$ cat src/rtl/alu_pkg.sv
// alu_pkg: opcode, state and flag-index definitions shared by the multicycle ALU.
package alu_pkg;
    localparam logic [2:0] ALU_ADD = 3'b000;
    localparam logic [2:0] ALU_SUB = 3'b001;
    localparam logic [2:0] ALU_MUL = 3'b010;
    localparam logic [2:0] ALU_DIV = 3'b011;

    typedef enum logic [1:0] {IDLE, MUL, DIV, FIN} alu_state_t;

    localparam int FLAG_N = 3;
    localparam int FLAG_Z = 2;
    localparam int FLAG_C = 1;
    localparam int FLAG_V = 0;
endpackage

$ cat src/rtl/alu_iter_divider.sv
// alu_iter_divider: unsigned restoring divider, one quotient bit per cycle.
// done is asserted in the last iteration cycle together with the final quotient.
module alu_iter_divider #(
    parameter int WIDTH = 32
) (
    input  logic             clk,
    input  logic             rst_n,
    input  logic             start,
    input  logic [WIDTH-1:0] dividend,
    input  logic [WIDTH-1:0] divisor,
    output logic             done,
    output logic [WIDTH-1:0] quotient
);
    localparam int CW = $clog2(WIDTH + 1);

    logic [CW-1:0]    cnt;
    logic [WIDTH-1:0] rem, quo, dv, rem_n;
    logic [WIDTH:0]   sh;
    logic             ge;

    // Partial remainder is always below the divisor, so WIDTH bits hold it after subtraction
    always_comb begin
        sh       = {rem, quo[WIDTH-1]};
        ge       = sh >= {1'b0, dv};
        rem_n    = ge ? sh[WIDTH-1:0] - dv : sh[WIDTH-1:0];
        quotient = {quo[WIDTH-2:0], ge};
        done     = cnt == CW'(1);
    end

    always_ff @(posedge clk or negedge rst_n) begin
        if (!rst_n) begin
            cnt <= '0;
            rem <= '0;
            quo <= '0;
            dv  <= '0;
        end else if (start) begin
            cnt <= CW'(WIDTH);
            rem <= '0;
            quo <= dividend;
            dv  <= divisor;
        end else if (cnt != '0) begin
            cnt <= cnt - CW'(1);
            rem <= rem_n;
            quo <= quotient;
        end
    end
endmodule

$ cat src/rtl/multicycle_alu.sv
// multicycle_alu: execute-stage ALU, single-cycle ADD/SUB, iterative MUL/DIV
// with start/busy/done handshake and registered result plus NZCV flags.
module multicycle_alu
    import alu_pkg::*;
#(
    parameter int WIDTH = 32
) (
    input  logic             clk,
    input  logic             rst_n,
    input  logic             start,
    input  logic [2:0]       ALUControl,
    input  logic [WIDTH-1:0] a,
    input  logic [WIDTH-1:0] b,
    output logic [WIDTH-1:0] result,
    output logic [3:0]       flags,
    output logic             busy,
    output logic             done,
    output logic             div_by_zero
);
    localparam int CW = $clog2(WIDTH + 1);

    alu_state_t         state, state_n;
    logic [CW-1:0]      cnt;
    logic [WIDTH-1:0]   mcand, div_q, res_n;
    logic [2*WIDTH-1:0] prod, prod_n;
    logic [WIDTH:0]     psum, addsum, dif;
    logic [3:0]         flg_n;
    logic [2:0]         op;
    logic               accept, b_zero, div_start, div_done, load, c_n, v_n;

    always_comb begin
        op        = ALUControl[2] ? ALU_ADD : ALUControl;
        accept    = (state == IDLE) && start;
        b_zero    = b == '0;
        div_start = accept && (op == ALU_DIV) && !b_zero;
        psum      = {1'b0, prod[2*WIDTH-1:WIDTH]} + (prod[0] ? {1'b0, mcand} : '0);
        prod_n    = {psum, prod[WIDTH-1:1]};
        addsum    = {1'b0, a} + {1'b0, b};
        dif       = {1'b0, a} - {1'b0, b};
    end

    always_comb begin
        state_n = state;
        case (state)
            IDLE: if (start) state_n = (op == ALU_MUL) ? MUL : div_start ? DIV : FIN;
            MUL:  if (cnt == CW'(1)) state_n = FIN;
            DIV:  if (div_done) state_n = FIN;
            FIN:  state_n = IDLE;
        endcase
    end

    // Result is captured on the edge that enters FIN
    always_comb begin
        load  = (accept && op != ALU_MUL && !div_start) ||
                (state == MUL && cnt == CW'(1)) || (state == DIV && div_done);
        res_n = addsum[WIDTH-1:0];
        c_n   = addsum[WIDTH];
        v_n   = (a[WIDTH-1] == b[WIDTH-1]) && (addsum[WIDTH-1] != a[WIDTH-1]);
        if (state == MUL) begin
            res_n = prod_n[WIDTH-1:0];
            c_n   = |prod_n[2*WIDTH-1:WIDTH];
            v_n   = c_n;
        end else if (state == DIV) begin
            res_n = div_q;
            c_n   = 1'b0;
            v_n   = 1'b0;
        end else if (op == ALU_SUB) begin
            res_n = dif[WIDTH-1:0];
            c_n   = ~dif[WIDTH];
            v_n   = (a[WIDTH-1] != b[WIDTH-1]) && (dif[WIDTH-1] != a[WIDTH-1]);
        end else if (op == ALU_DIV) begin
            res_n = '1;
            c_n   = 1'b0;
            v_n   = 1'b0;
        end
        flg_n         = '0;
        flg_n[FLAG_N] = res_n[WIDTH-1];
        flg_n[FLAG_Z] = res_n == '0;
        flg_n[FLAG_C] = c_n;
        flg_n[FLAG_V] = v_n;
        busy          = state != IDLE;
        done          = state == FIN;
    end

    always_ff @(posedge clk or negedge rst_n) begin
        if (!rst_n) begin
            state       <= IDLE;
            result      <= '0;
            flags       <= '0;
            div_by_zero <= 1'b0;
            cnt         <= '0;
            mcand       <= '0;
            prod        <= '0;
        end else begin
            state <= state_n;
            if (load) begin
                result <= res_n;
                flags  <= flg_n;
            end
            if (accept) begin
                div_by_zero <= (op == ALU_DIV) && b_zero;
                cnt         <= CW'(WIDTH);
                mcand       <= a;
                prod        <= {{WIDTH{1'b0}}, b};
            end else if (state == MUL) begin
                cnt  <= cnt - CW'(1);
                prod <= prod_n;
            end
        end
    end

    alu_iter_divider #(.WIDTH(WIDTH)) u_div (
        .clk      (clk),
        .rst_n    (rst_n),
        .start    (div_start),
        .dividend (a),
        .divisor  (b),
        .done     (div_done),
        .quotient (div_q)
    );
endmodule

$ cat config.mk
export PLATFORM = sky130hd
export DESIGN_NAME = multicycle_alu
export DESIGN_NICKNAME = d
export VERILOG_FILES = /design/src/rtl/alu_pkg.sv /design/src/rtl/alu_iter_divider.sv /design/src/rtl/multicycle_alu.sv
export SDC_FILE = /design/constraint.sdc
export NUM_CORES = 1
export LEC_CHECK = 0
export ABC_AREA = 1
export BUFFER_PORTS_ARGS = -buffer_cell sky130_fd_sc_hd__buf_2
export CAP_MARGIN = 20
export CELL_PAD_IN_SITES_DETAIL_PLACEMENT = 1
export CELL_PAD_IN_SITES_GLOBAL_PLACEMENT = 1
export CORE_UTILIZATION = 48
export CTS_CLUSTER_SIZE = 10
export DETAILED_ROUTE_END_ITERATION = 8
export GPL_ROUTABILITY_DRIVEN = 0
export HOLD_SLACK_MARGIN = 0.12
export PLACE_DENSITY_LB_ADDON = 0.12
export SYNTH_ARGS = -nofsm -noshare
export SYNTH_HDL_FRONTEND = slang
export SYNTH_SLANG_ARGS = --single-unit
$ cat constraint.sdc
create_clock -name clk -period 7.2 [get_ports clk]
set_input_delay 0.72 -clock clk [delete_from_list [all_inputs] [get_ports clk]]
set_output_delay 0.72 -clock clk [all_outputs]
set_load 0.05 [all_outputs]
==> flow_metrics.env <==
export IMPL_worstPathMaxFanout=51
export IMPL_p_leak_nw=12.0
export IMPL_cp_num_cells=10
export IMPL_stdcell_area_mm2=0.0219
export IMPL_synth_edff_count=0
export IMPL_synth_top_family_by_area="simple AND/OR/NAND/NOR gates"
export IMPL_seq_area_frac_synth_pct=29.9
export IMPL_detail_route_antenna_nets=0
export IMPL_cts_root_buf="clkbuf_16"
export IMPL_antenna_found_initial=5
export IMPL_start_kind="flop"
export IMPL_fmax_mhz=251
export IMPL_fin_setup_tns_ns=0
export IMPL_mostFrequentLayoutCell="nand2_1"
export IMPL_final_cell_mix="nand2_1, inv_1, nand3_1"
export IMPL_coreArea_mm2=0.0412
export IMPL_synthFlopType="dfrtp_1"
export IMPL_cp_top_family="buffers and inverters"
export IMPL_hold_path_class="in2reg"
export IMPL_setup_violations_final=0
export IMPL_dr_first_iter_drc_count=1865
export IMPL_r2r_cells=10
export IMPL_synth_compound_area_share_pct=14.7
export IMPL_vias=22004
export IMPL_cp_data_arrival_time_ns=4.42
export IMPL_timing_final_ws_setup_ns=3.21
export IMPL_dieArea_mm2=0.0430
export IMPL_grt_ovfl_total=0
export IMPL_end_kind="flop"
export IMPL_vdd_drop_max_mv=0.221
export IMPL_synth_cells=3157
export IMPL_synth_cell_types=48
export IMPL_fin_nets=3407
export IMPL_yosysTopAreaCell="dfrtp_1"
export IMPL_wirelength_um=82000
export IMPL_crit_type="reg2reg"
export IMPL_slowest_stage="nand2_2"
export IMPL_num_rows=74
export IMPL_cts_setup_buffers=0
export IMPL_grt_start_max_net_pins=179
export IMPL_synth_nets=3368
export IMPL_synthXorXnorAreaFrac_pct=2.25
export IMPL_synth_top_area_share_pct=29.9
export IMPL_place_area_mm2=0.0211
export IMPL_cts_tree="yes"
export IMPL_fin_util_pct=53.3
export IMPL_clockBufferDepth=3
export IMPL_cap_viol_max_count=0
export IMPL_area_growth_pct=8.31
export IMPL_powerDensity_mw_per_mm2=436
export IMPL_cts_buffers=29
export IMPL_io_pins=109
export IMPL_grt_pass1_vias=22769
export IMPL_grt_pass1_wl_um=128000
export IMPL_r2r_start="state[0]$_DFFE_PN0P_"
export IMPL_synth_area_mm2=0.0203
export IMPL_first_pass_iters=6
export IMPL_wl_per_cell_um=21.9
export IMPL_clock_sinks=242
export IMPL_die_y_um=207
export IMPL_yosys_area_share_adder_pct=8.86
export IMPL_holdPathStages=3
export IMPL_muxShareOfSynthArea_pct=0
export IMPL_synthSimpleGateAreaFrac_pct=33.0
export IMPL_total_power_mw=9.56
export IMPL_rsz0062_at_grt="false"
export IMPL_crit_chain="inv_1 > ha_1 > buf_4 > inv_1 > o21ai_0 > inv_1 > nand2_2 > inv_1 > a21oi_1 > a21oi_1"
export IMPL_post_place_ws_ns=3.21
export IMPL_crit_top_cell="inv_1"
export IMPL_rrSetupSlack_ns=3.21
export IMPL_maxSlewHeadroom_pct=29.8
export IMPL_htree_levels=1
export IMPL_cp_required_ns=7.64
export IMPL_io_buffer_count=108
export IMPL_initial_core_util_pct=49.2
export IMPL_crit_buf_inv=5
export IMPL_layout_drive_gt1_share_pct=6.62
export IMPL_clock_skew_ns=0.0246
export IMPL_clk_pin_slew_ns=0.06
export IMPL_dp_hpwl_um=64100
export IMPL_maxSlewViolCount=0
export IMPL_tightest_slew_ns=1.05
export IMPL_outcome="complete, no violations"
export IMPL_clk_insertion_delay_late_ns=0.58
export IMPL_r2r_end="flags[0]$_DFFE_PN0P_"
export IMPL_die_x_um=207
export IMPL_async_flop_share_pct=100
export IMPL_ys_seq_elements=242
export IMPL_synthTopCellsByArea="dfrtp_1, nand2_1, ha_1"
export IMPL_drt_vias_per_instance=5.89
export IMPL_track_usage_pct=37.9
export IMPL_drc=0
export IMPL_cp_endpoint="flags[0]$_DFFE_PN0P_"
export IMPL_layout_min_cycle_time_ns=3.99
export IMPL_nFillCells=5692
export IMPL_finalHoldViolCount=0
export IMPL_cp_startpoint="state[0]$_DFFE_PN0P_"
export IMPL_synth_avg_cell_area_um2=6.42
export IMPL_finalCritPeriodShare_pct=55.4
export IMPL_ctsResizeCount=0
export IMPL_max_stage_delay_ns=0.74
export IMPL_ys_warn_count=0
-- power by group --
| group | internal (mW) | switching, mW |
|---|---|---|
| registers | 2.01 | 0.504 |
| logic | 1.80 | 3.89 |
| clock network | 0.774 | 0.584 |
| total | 4.58 | 4.98 |
-- worst min path at each step --
stage | startpoint | to | slack [ns]
finish | b[4] | prod[4]$_DFFE_PN0P_ | 0.45
global route | b[21] | prod[21]$_DFFE_PN0P_ | 0.47
CTS | b[3] | prod[3]$_DFFE_PN0P_ | 0.43
detailed placement | mcand[2]$_DFFE_PN0P_ | mcand[2]$_DFFE_PN0P_ | 0.47
global placement | mcand[9]$_DFFE_PN0P_ | mcand[9]$_DFFE_PN0P_ | 0.46
floorplan | rst_n | cnt[0]$_DFFE_PN0P_ | 0.42
-- worst min-delay path, stage by stage --
cell and delay, ns:
buf_2 0.12, o21ai_0 0.09, nand2_1 0.06
-- layer usage --
metal,up-vias,part of all wire [%],track usage (%)
li1,10199,-,-
met1,10804,42,48.7
met2,771,47,63.4
met3,228,6.2,4.67
met4,2,4.9,17.7
met5,-,0.013,0
-- stage by stage --
step                cells  hold slack (ns)
CTS                  3734            0.434
global placement     3694            0.463
floorplan            3157            0.424
finish               3737            0.454
detailed placement   3695            0.466
global route         3737            0.472
-- cells by family after synthesis --
| family | Yosys count |
|---|---|
| simple gates | 1627 |
| compound gates | 521 |
| buf+inv | 574 |
| flops | 242 |
| xor+xnor | 52 |
| fa+ha+maj | 141 |
-- flip-flops by register name, summed over array words and instances (netlist names) --
register / flops
prod: 64
result: 32
u_div.cnt: 6
u_div.dv: 32
flags: 3
cnt: 6
u_div.quo: 32
state: 2
u_div.rem: 32
mcand: 32
div_by_zero: 1
-- cell usage after synthesis, types with 3 or more instances --
cell and n:
o211ai_1 25, nor4_1 12, nand2_2 12, nor3_2 4, o21ai_0 191, xor2_1 28
o21a_1 6, nand3b_1 3, buf_4 16, buf_6 4, o221ai_1 30, xnor2_1 24
nand3_2 5, a21oi_2 3, a21o_1 6, nand3_1 255, nand4_1 24, inv_2 10
buf_1 10, a21oi_1 179, fa_1 4, ha_1 137, o21bai_1 16, dfrtp_1 242
nand2_1 1025, nor3_1 30, buf_2 27, clkbuf_1 58, a32o_1 5, o21ai_1 10
a31oi_1 30, nor2_2 7, nor2_1 244, inv_1 449, a21boi_0 7
-- layout make-up --
| class | instances | area (µm²) | share of cell area, % |
|---|---|---|---|
| diodes | 2 | 5.00 | 0.0228 |
| clock inverters | 3 | 18.8 | 0.0855 |
| multi-input cells | 2341 | 12000 | 54.5 |
| flip-flops and latches | 242 | 6060 | 27.6 |
| inverters | 459 | 1720 | 7.85 |
| clock buffers | 35 | 808 | 3.68 |
| repair buffers | 123 | 706 | 3.22 |
| well taps | 532 | 666 | 3.03 |
-- timing repair --
item / in CTS / in global routing
setup endpoints to repair: 0 / 0
hold buffers: 1 / 0
endpoints found under the hold margin: 2 / 0
No activity file was read; power rests on OpenSTA's default activity.
